File: src/rtl/imem_pkg.sv
// Shared constants and the loader state type for the instruction-memory loader.
package imem_pkg;

   localparam int unsigned DEF_DATA_LENGTH = 32;
   localparam int unsigned DEF_MEM_SIZE    = 256;
   localparam int unsigned BYTES_PER_WORD  = 4;

   typedef enum logic [1:0] {
      ST_IDLE,
      ST_LOAD,
      ST_WRITE,
      ST_DONE
   } imem_loader_state_t;

endpackage

File: src/rtl/word_to_byte_serializer.sv
// Latches one stream word plus its last flag and walks a lane counter over its bytes,
// least-significant byte first.
module word_to_byte_serializer
   import imem_pkg::*;
(
   input  logic                          clk,
   input  logic                          rst,
   input  logic                          i_load,
   input  logic                          i_advance,
   input  logic [BYTES_PER_WORD*8-1:0]   i_data,
   input  logic                          i_last,
   output logic [7:0]                    o_byte,
   output logic                          o_last_lane,
   output logic                          o_word_last
);

   logic [BYTES_PER_WORD*8-1:0]         r_word;
   logic                                r_last;
   logic [$clog2(BYTES_PER_WORD)-1:0]   r_lane;

   always_ff @(posedge clk or posedge rst) begin
      if (rst) begin
         r_word <= '0;
         r_last <= 1'b0;
         r_lane <= '0;
      end else if (i_load) begin
         r_word <= i_data;
         r_last <= i_last;
         r_lane <= '0;
      end else if (i_advance) begin
         r_lane <= r_lane + 1'b1;
      end
   end

   assign o_byte      = r_word[{r_lane, 3'b000} +: 8];
   assign o_last_lane = &r_lane;
   assign o_word_last = r_last;

endmodule

File: src/rtl/imem_loader.sv
// Stream-to-byte-port instruction memory loader: FSM, address counter and sticky flags.
// Optional running byte checksum port enabled by IMEM_LOADER_CHECKSUM_EN.
module imem_loader
   import imem_pkg::*;
#(
   parameter int unsigned DATA_LENGTH = DEF_DATA_LENGTH,
   parameter int unsigned MEM_SIZE    = DEF_MEM_SIZE
)
(
   input  logic                         clk,
   input  logic                         rst,
   input  logic                         start,
   input  logic                         s_valid,
   input  logic [DATA_LENGTH-1:0]       s_data,
   input  logic                         s_last,
   output logic                         s_ready,
   output logic                         mem_we,
   output logic [$clog2(MEM_SIZE)-1:0]  mem_addr,
   output logic [7:0]                   mem_din,
   output logic                         busy,
   output logic                         done,
   output logic                         full
`ifdef IMEM_LOADER_CHECKSUM_EN
   ,
   output logic [7:0]                   checksum
`endif
);

   localparam int unsigned AW = $clog2(MEM_SIZE);

   imem_loader_state_t r_state, w_next;
   logic [AW-1:0]      r_addr;
   logic               r_done;
   logic               r_full;
   logic               w_accept;
   logic               w_wr;
   logic [7:0]         w_byte;
   logic               w_last_lane;
   logic               w_word_last;

   word_to_byte_serializer u_ser (
      .clk         (clk),
      .rst         (rst),
      .i_load      (w_accept),
      .i_advance   (w_wr),
      .i_data      (s_data),
      .i_last      (s_last),
      .o_byte      (w_byte),
      .o_last_lane (w_last_lane),
      .o_word_last (w_word_last)
   );

   always_ff @(posedge clk or posedge rst) begin
      if (rst) r_state <= ST_IDLE;
      else     r_state <= w_next;
   end

   always_comb begin
      w_next   = r_state;
      s_ready  = 1'b0;
      mem_we   = 1'b0;
      busy     = 1'b0;
      w_accept = 1'b0;
      w_wr     = 1'b0;
      unique case (r_state)
         ST_IDLE: ;
         ST_LOAD: begin
            s_ready  = 1'b1;
            busy     = 1'b1;
            w_accept = s_valid && !start;
            if (s_valid) w_next = ST_WRITE;
         end
         ST_WRITE: begin
            mem_we = 1'b1;
            busy   = 1'b1;
            w_wr   = 1'b1;
            // all-ones address on the last lane means the increment wraps: memory full
            if (w_last_lane)
               w_next = (w_word_last || (&r_addr)) ? ST_DONE : ST_LOAD;
         end
         ST_DONE: ;
      endcase
      if (start) w_next = ST_LOAD;
   end

   always_ff @(posedge clk or posedge rst) begin
      if (rst) begin
         r_addr <= '0;
         r_done <= 1'b0;
         r_full <= 1'b0;
      end else if (start) begin
         r_addr <= '0;
         r_done <= 1'b0;
         r_full <= 1'b0;
      end else if (w_wr) begin
         r_addr <= r_addr + 1'b1;
         if (w_last_lane) begin
            if (w_word_last) begin
               r_done <= 1'b1;
            end else if (&r_addr) begin
               r_done <= 1'b1;
               r_full <= 1'b1;
            end
         end
      end
   end

   assign mem_addr = r_addr;
   assign mem_din  = mem_we ? w_byte : '0;
   assign done     = r_done;
   assign full     = r_full;

`ifdef IMEM_LOADER_CHECKSUM_EN
   logic [7:0] r_checksum;

   always_ff @(posedge clk or posedge rst) begin
      if (rst)       r_checksum <= '0;
      else if (start) r_checksum <= '0;
      else if (w_wr)  r_checksum <= r_checksum + w_byte;
   end

   assign checksum = r_checksum;
`endif

endmodule

File: config.mk
export PLATFORM = sky130hd
export DESIGN_NAME = imem_loader
export DESIGN_NICKNAME = d
export VERILOG_FILES = /design/src/rtl/imem_pkg.sv /design/src/rtl/word_to_byte_serializer.sv /design/src/rtl/imem_loader.sv
export SDC_FILE = /design/constraint.sdc
export NUM_CORES = 1
export LEC_CHECK = 0
export ABC_AREA = 1
export BUFFER_PORTS_ARGS = -buffer_cell sky130_fd_sc_hd__buf_2
export CORE_ASPECT_RATIO = 0.8
export CORE_MARGIN = 8
export CORE_UTILIZATION = 53
export DETAILED_ROUTE_END_ITERATION = 10
export PLACE_DENSITY = 0.83
export SYNTH_ARGS = -nofsm -noshare
export SYNTH_HDL_FRONTEND = slang
export SYNTH_SLANG_ARGS = --single-unit
File: constraint.sdc
create_clock -name clk -period 1.8 [get_ports clk]
set_input_delay 0.36 -clock clk [delete_from_list [all_inputs] [get_ports clk]]
set_output_delay 0.36 -clock clk [all_outputs]
set_load 0.05 [all_outputs]
Word-level counts from Yosys, hierarchy flattened
Cells that the tools add are included.
{ "word_totals": {"regBits": 47, "input_bits": 37, "output_inout_bits": 21, "wordCells": 53} }
{ "classes": {"n_addsub": 2, "n_eq_ne": 5, "n_shift": 1, "mux": 23, "n_reduce_logical": 15} }
{ "op_table": {"columns": ["operator", "count"], "rows": [
  ["32-bit by 6-bit indexed part select with 8-bit output", 1],
  ["8-bit 2-to-1 mux", 3],
  ["1-bit 2-to-1 mux", 13],
  ["2-bit 2-to-1 mux", 6],
  ["8-bit by 1-bit adder with 8-bit output (second input constant)", 1],
  ["8-bit AND reduction", 1],
  ["2-bit nonzero test", 4],
  ["3-bit AND reduction", 2],
  ["3-bit nonzero test", 2],
  ["2-bit case mux with 2 select lines", 1],
  ["4-bit AND reduction", 1],
  ["3-bit by 2-bit inequality test with 1-bit output (second input constant)", 1],
  ["3-bit inequality test (second input constant)", 1],
  ["2-bit by 1-bit adder with 2-bit output (second input constant)", 1],
  ["2-bit by 1-bit equality test with 1-bit output (second input constant)", 1],
  ["2-bit equality test (second input constant)", 1],
  ["2-bit inequality test (second input constant)", 1],
  ["2-bit AND reduction", 1],
  ["2-bit OR reduction", 1],
  ["1-bit logical AND", 1],
  ["1-bit zero test", 1],
  ["1-bit logical OR", 1]
]} }

Longest topological paths before layout
{ "logic_depth": {"word_depth": 6, "ltp_mapped": 9, "depth_no_buf": 8} }

Modules after synthesis
From an unflattened synthesis, not the netlist that was laid out.
{ "hier_totals": {"cells_unflattened": 325, "area_unflattened_um2": 2426.1} }
{ "by_module_without_submodules": {"columns": ["module", "instances", "cells_each", "area_per_inst_um2", "seq_area_each_um2"], "rows": [
  ["word_to_byte_serializer", 1, 213, 1657.8, 875.8],
  ["imem_loader", 1, 112, 768.2, 300.3]
]} }

Least setup slack after synthesis
No wires, ideal clock.
{ "synth_timing": {"path_kind": "flip-flop to output port", "start": "reg r_state[0]", "end": "out mem_din[0]", "arrival_ns": 2.070, "required_time_ns": 1.440, "setup_slack_ns": -0.630, "stages_incl_launch_ff": 6, "cell_sequence": "dfrtp_1 -> inv_1 -> ha_1 -> inv_1 -> buf_2 -> a21oi_1"} }
{ "synth_via": {"elab_chain_cells": 3} }
{ "synth_rtl": {"columns": ["element", "line", "rtl"], "rows": [
  ["start, declared", "imem_loader.sv:31", "imem_loader_state_t r_state, w_next;"],
  ["start signal, assigned", "imem_loader.sv:55", "else r_state <= w_next;"],
  ["2-bit equality test", "imem_loader.sv:65", "unique case (r_state)"],
  ["1-bit 2-to-1 mux", "imem_loader.sv:65", null],
  ["net mem_we", "imem_loader.sv:17", "output logic mem_we,"],
  ["8-bit 2-to-1 mux", "imem_loader.sv:109", "assign mem_din = mem_we ? w_byte : '0;"],
  ["end, declared", "imem_loader.sv:19", "output logic [7:0] mem_din,"]
]} }
The timed path passes the listed nets, and every way through them passes these cells.

Worst setup path after layout
{ "layout_timing": {"start": "reg u_ser.r_lane[0]", "end": "out mem_din[2]"} }
{ "layout_via": {"elab_chain_cells": 2} }
{ "layout_rtl": {"columns": ["element", "line", "rtl"], "rows": [
  ["start, declared", "word_to_byte_serializer.sv:19", "logic [$clog2(BYTES_PER_WORD)-1:0] r_lane;"],
  ["start signal, assigned", "word_to_byte_serializer.sv:31", "r_lane <= r_lane + 1'b1;"],
  ["32-bit by 6-bit indexed part select with 8-bit output", "word_to_byte_serializer.sv:35", "assign o_byte = r_word[{r_lane, 3'b000} +: 8];"],
  ["8-bit 2-to-1 mux", "imem_loader.sv:109", null]
]} }
Every way passes these cells.

==> qor.yml <==
status: "finished with violations"
violations: "negative setup slack"
die_h_um: 75.43
cts_sinks: 47
powerDensity_mw_per_mm2: 1659
p_leak_nw: 1.532
netlist_area_mm2: 0.002340
yosysSeqAreaShare_pct: 50.27
placed_cell_area_mm2: 0.002775
rows: 21
worstMarginPinSlew_ns: 0.4702
wire_per_inst_um: 13.90
synth_cells: 297
yosysWarnings: 0
syn_nets: 338
die_area_mm2: 0.006810
clock_skew_ns: 0.006255
hp-class: "in -> async"
hold_violations: 0
initial_core_util_pct: 55.65
relSlewSlack_pct: 68.61
fmax_ghz: 0.5428
syn2layout_area_growth_pct: 26.15
worstSetupEndpointType: "output pin"
grt_pass1_wl_mm: 9.287
die_w_um: 90.29
root_buffer: "clkbuf_8"
dp_hpwl_mm: 4.145
rsz0062_at_grt: "true"
num_antenna_cells: 0
setup_viol: 8
fin_crit_sh_pct: 102.4
cts_max_level: 2
antenna_found_initial: 0
tritoncts: "done"
holdWs_ns: 0.07859
critPathRequiredTime_ns: 1.44
syn_avg_cell_area_um2: 7.878
dp_cells: 405
grt_use_total_pct: 16.85
drt_first_iter_violations: 178
drv_slew: 0
crit_type: "reg -> out"
clock_path_buffers: 2
start_kind: "flop"
fin_crit_ns: 1.842
clk_pin_slew_ns: 0.08
grt_pass1_vias: 1993
layout.cells.most_common_list: "nand2_1 (110), buf_2 (50), dfrtp_1 (46), nor2_1 (31), inv_1 (25)"
grt_overflow_total: 0
cp_max_fo: 8
yosysUniqueCellTypes: 25
drt-total-wl_mm: 5.755
cp.arrival_ns: 1.48
final_common_cell: "nand2_1"
fin_ws_ns: -0.04240
vias: 2104
grt_max_degree: 45
insertion_delay_ns: 0.29
cts_made_buffers: 5
fin_cells: 414
ys_seq_elements: 47
ant_nets: 0
portBuffers: 57
design_area_mm2: 0.002952
place_congestion: 0.7891
ios: 58
peakVddDrop_mv: 1.073
core_mm2: 0.004204
drive_gt1_share_pct: 27.45
firstDrtPassIters: 4
drc: 0
final_net_count: 398
viasPerCell: 5.082
cap_viol_max_count: 0
-- critical path, cell delays in order, from the launching register on --
cell and delay [ns]:
dfrtp_2 0.45, buf_4 0.18, nand2_1 0.07, o211ai_1 0.14, a21oi_4 0.19, buf_6 0.17
-- stage by stage --
stage	setup TNS, ns	power [mW]	worst slack (ns)	utilization, %
floorplan	0	3.531	0.02211	-
global placement	0	3.955	0.1904	66.01
detailed placement	0	4.032	0.1635	66.01
CTS	-0.1410	4.834	-0.02842	69.73
global route	-0.6567	5.215	-0.09092	70.21
finish	-0.2118	4.896	-0.04240	70.21
-- registers in the layout, indices dropped and copies added (netlist names) --
signal / count
done: 1
mem_addr: 8
r_state: 2
u_ser.r_word: 32
u_ser.r_lane: 2
u_ser.o_word_last: 1
full: 1
-- synthesized netlist by cell type --
cell,count,area [µm²]
a21oi_1,15,75.07
buf_2,5,25.02
buf_4,3,22.52
buf_6,5,56.30
clkbuf_2,1,5.000
dfrtp_1,47,1176
ha_1,4,50.05
inv_1,27,101.4
inv_2,1,3.750
inv_4,1,6.260
nand2_1,111,416.7
nand2_2,1,6.260
nand2_4,1,11.26
nand3_1,3,15.01
nand3_4,1,17.52
nand4_1,1,6.260
nor2_1,31,116.4
nor2_2,2,12.51
nor2_4,1,11.26
nor3_1,2,10.01
o211ai_1,7,52.55
o21ai_0,17,85.08
o21ai_1,8,40.04
o21ai_2,1,8.760
xnor2_1,1,8.760
-- worst paths after layout --
check / startpoint / endpoint / slack, ns / cells after the start
max: u_ser.r_lane[0] / mem_din[2] / -0.04 / 5
max in group asynchronous: rst / u_ser.r_lane[0] / 1.22 / 3
min: rst / mem_addr[7] / 0.08 / 2
min in group clk: s_data[1] / u_ser.r_word[1] / 0.26 / 3
max reg2reg: r_state[1] / u_ser.r_word[27] / 0.32 / 6
min reg2reg: u_ser.r_word[3] / u_ser.r_word[3] / 0.49 / 2
-- cell type report --
type | instances | area, µm²
fill | 355 | 1252
sequential | 47 | 1177
multi-input combinational | 207 | 1056
timing repair buffer | 67 | 447.9
inverter | 29 | 111.4
clock buffer | 6 | 82.58
tap | 57 | 71.32
clock inverter | 1 | 5.005
-- logic make-up (layout without fill, tap and decap cells) --
group,after synthesis,in the layout,share of synthesized area (%)
AOI/OAI and AO/OA,48,48,11.18
DFF,47,47,50.27
buffers and inverters,43,103,9.411
and+or+nand+nor,154,154,26.63
adders and majority gates,4,4,2.139
xor gates and xnor gates,1,1,0.3744
-- where the power goes --
group          switching (mW)  internal [mW]  total [mW]
Clock                   0.326          0.302       0.628
Combinational            1.66          0.891        2.55
Sequential              0.244           1.47        1.71
-- metal layers --
layer / vias to the layer above / global-route usage [%] / wire length [µm]
li1: 1044 / - / -
met1: 967 / 22.98 / 2684
met2: 87 / 26.30 / 2607
met3: 6 / 4.429 / 407
met4: 0 / 4.228 / 55
met5: - / 0 / 0
-- repair_timing --
item,in CTS,in global routing
hold buffers,0,0
buffers inserted,0,0
pin swaps,1,1
gates resized for setup,28,6
endpoints found under the setup margin,8,8
hold endpoints to repair,0,0
cloned,1,1
(Power assumes the default switching activity.)
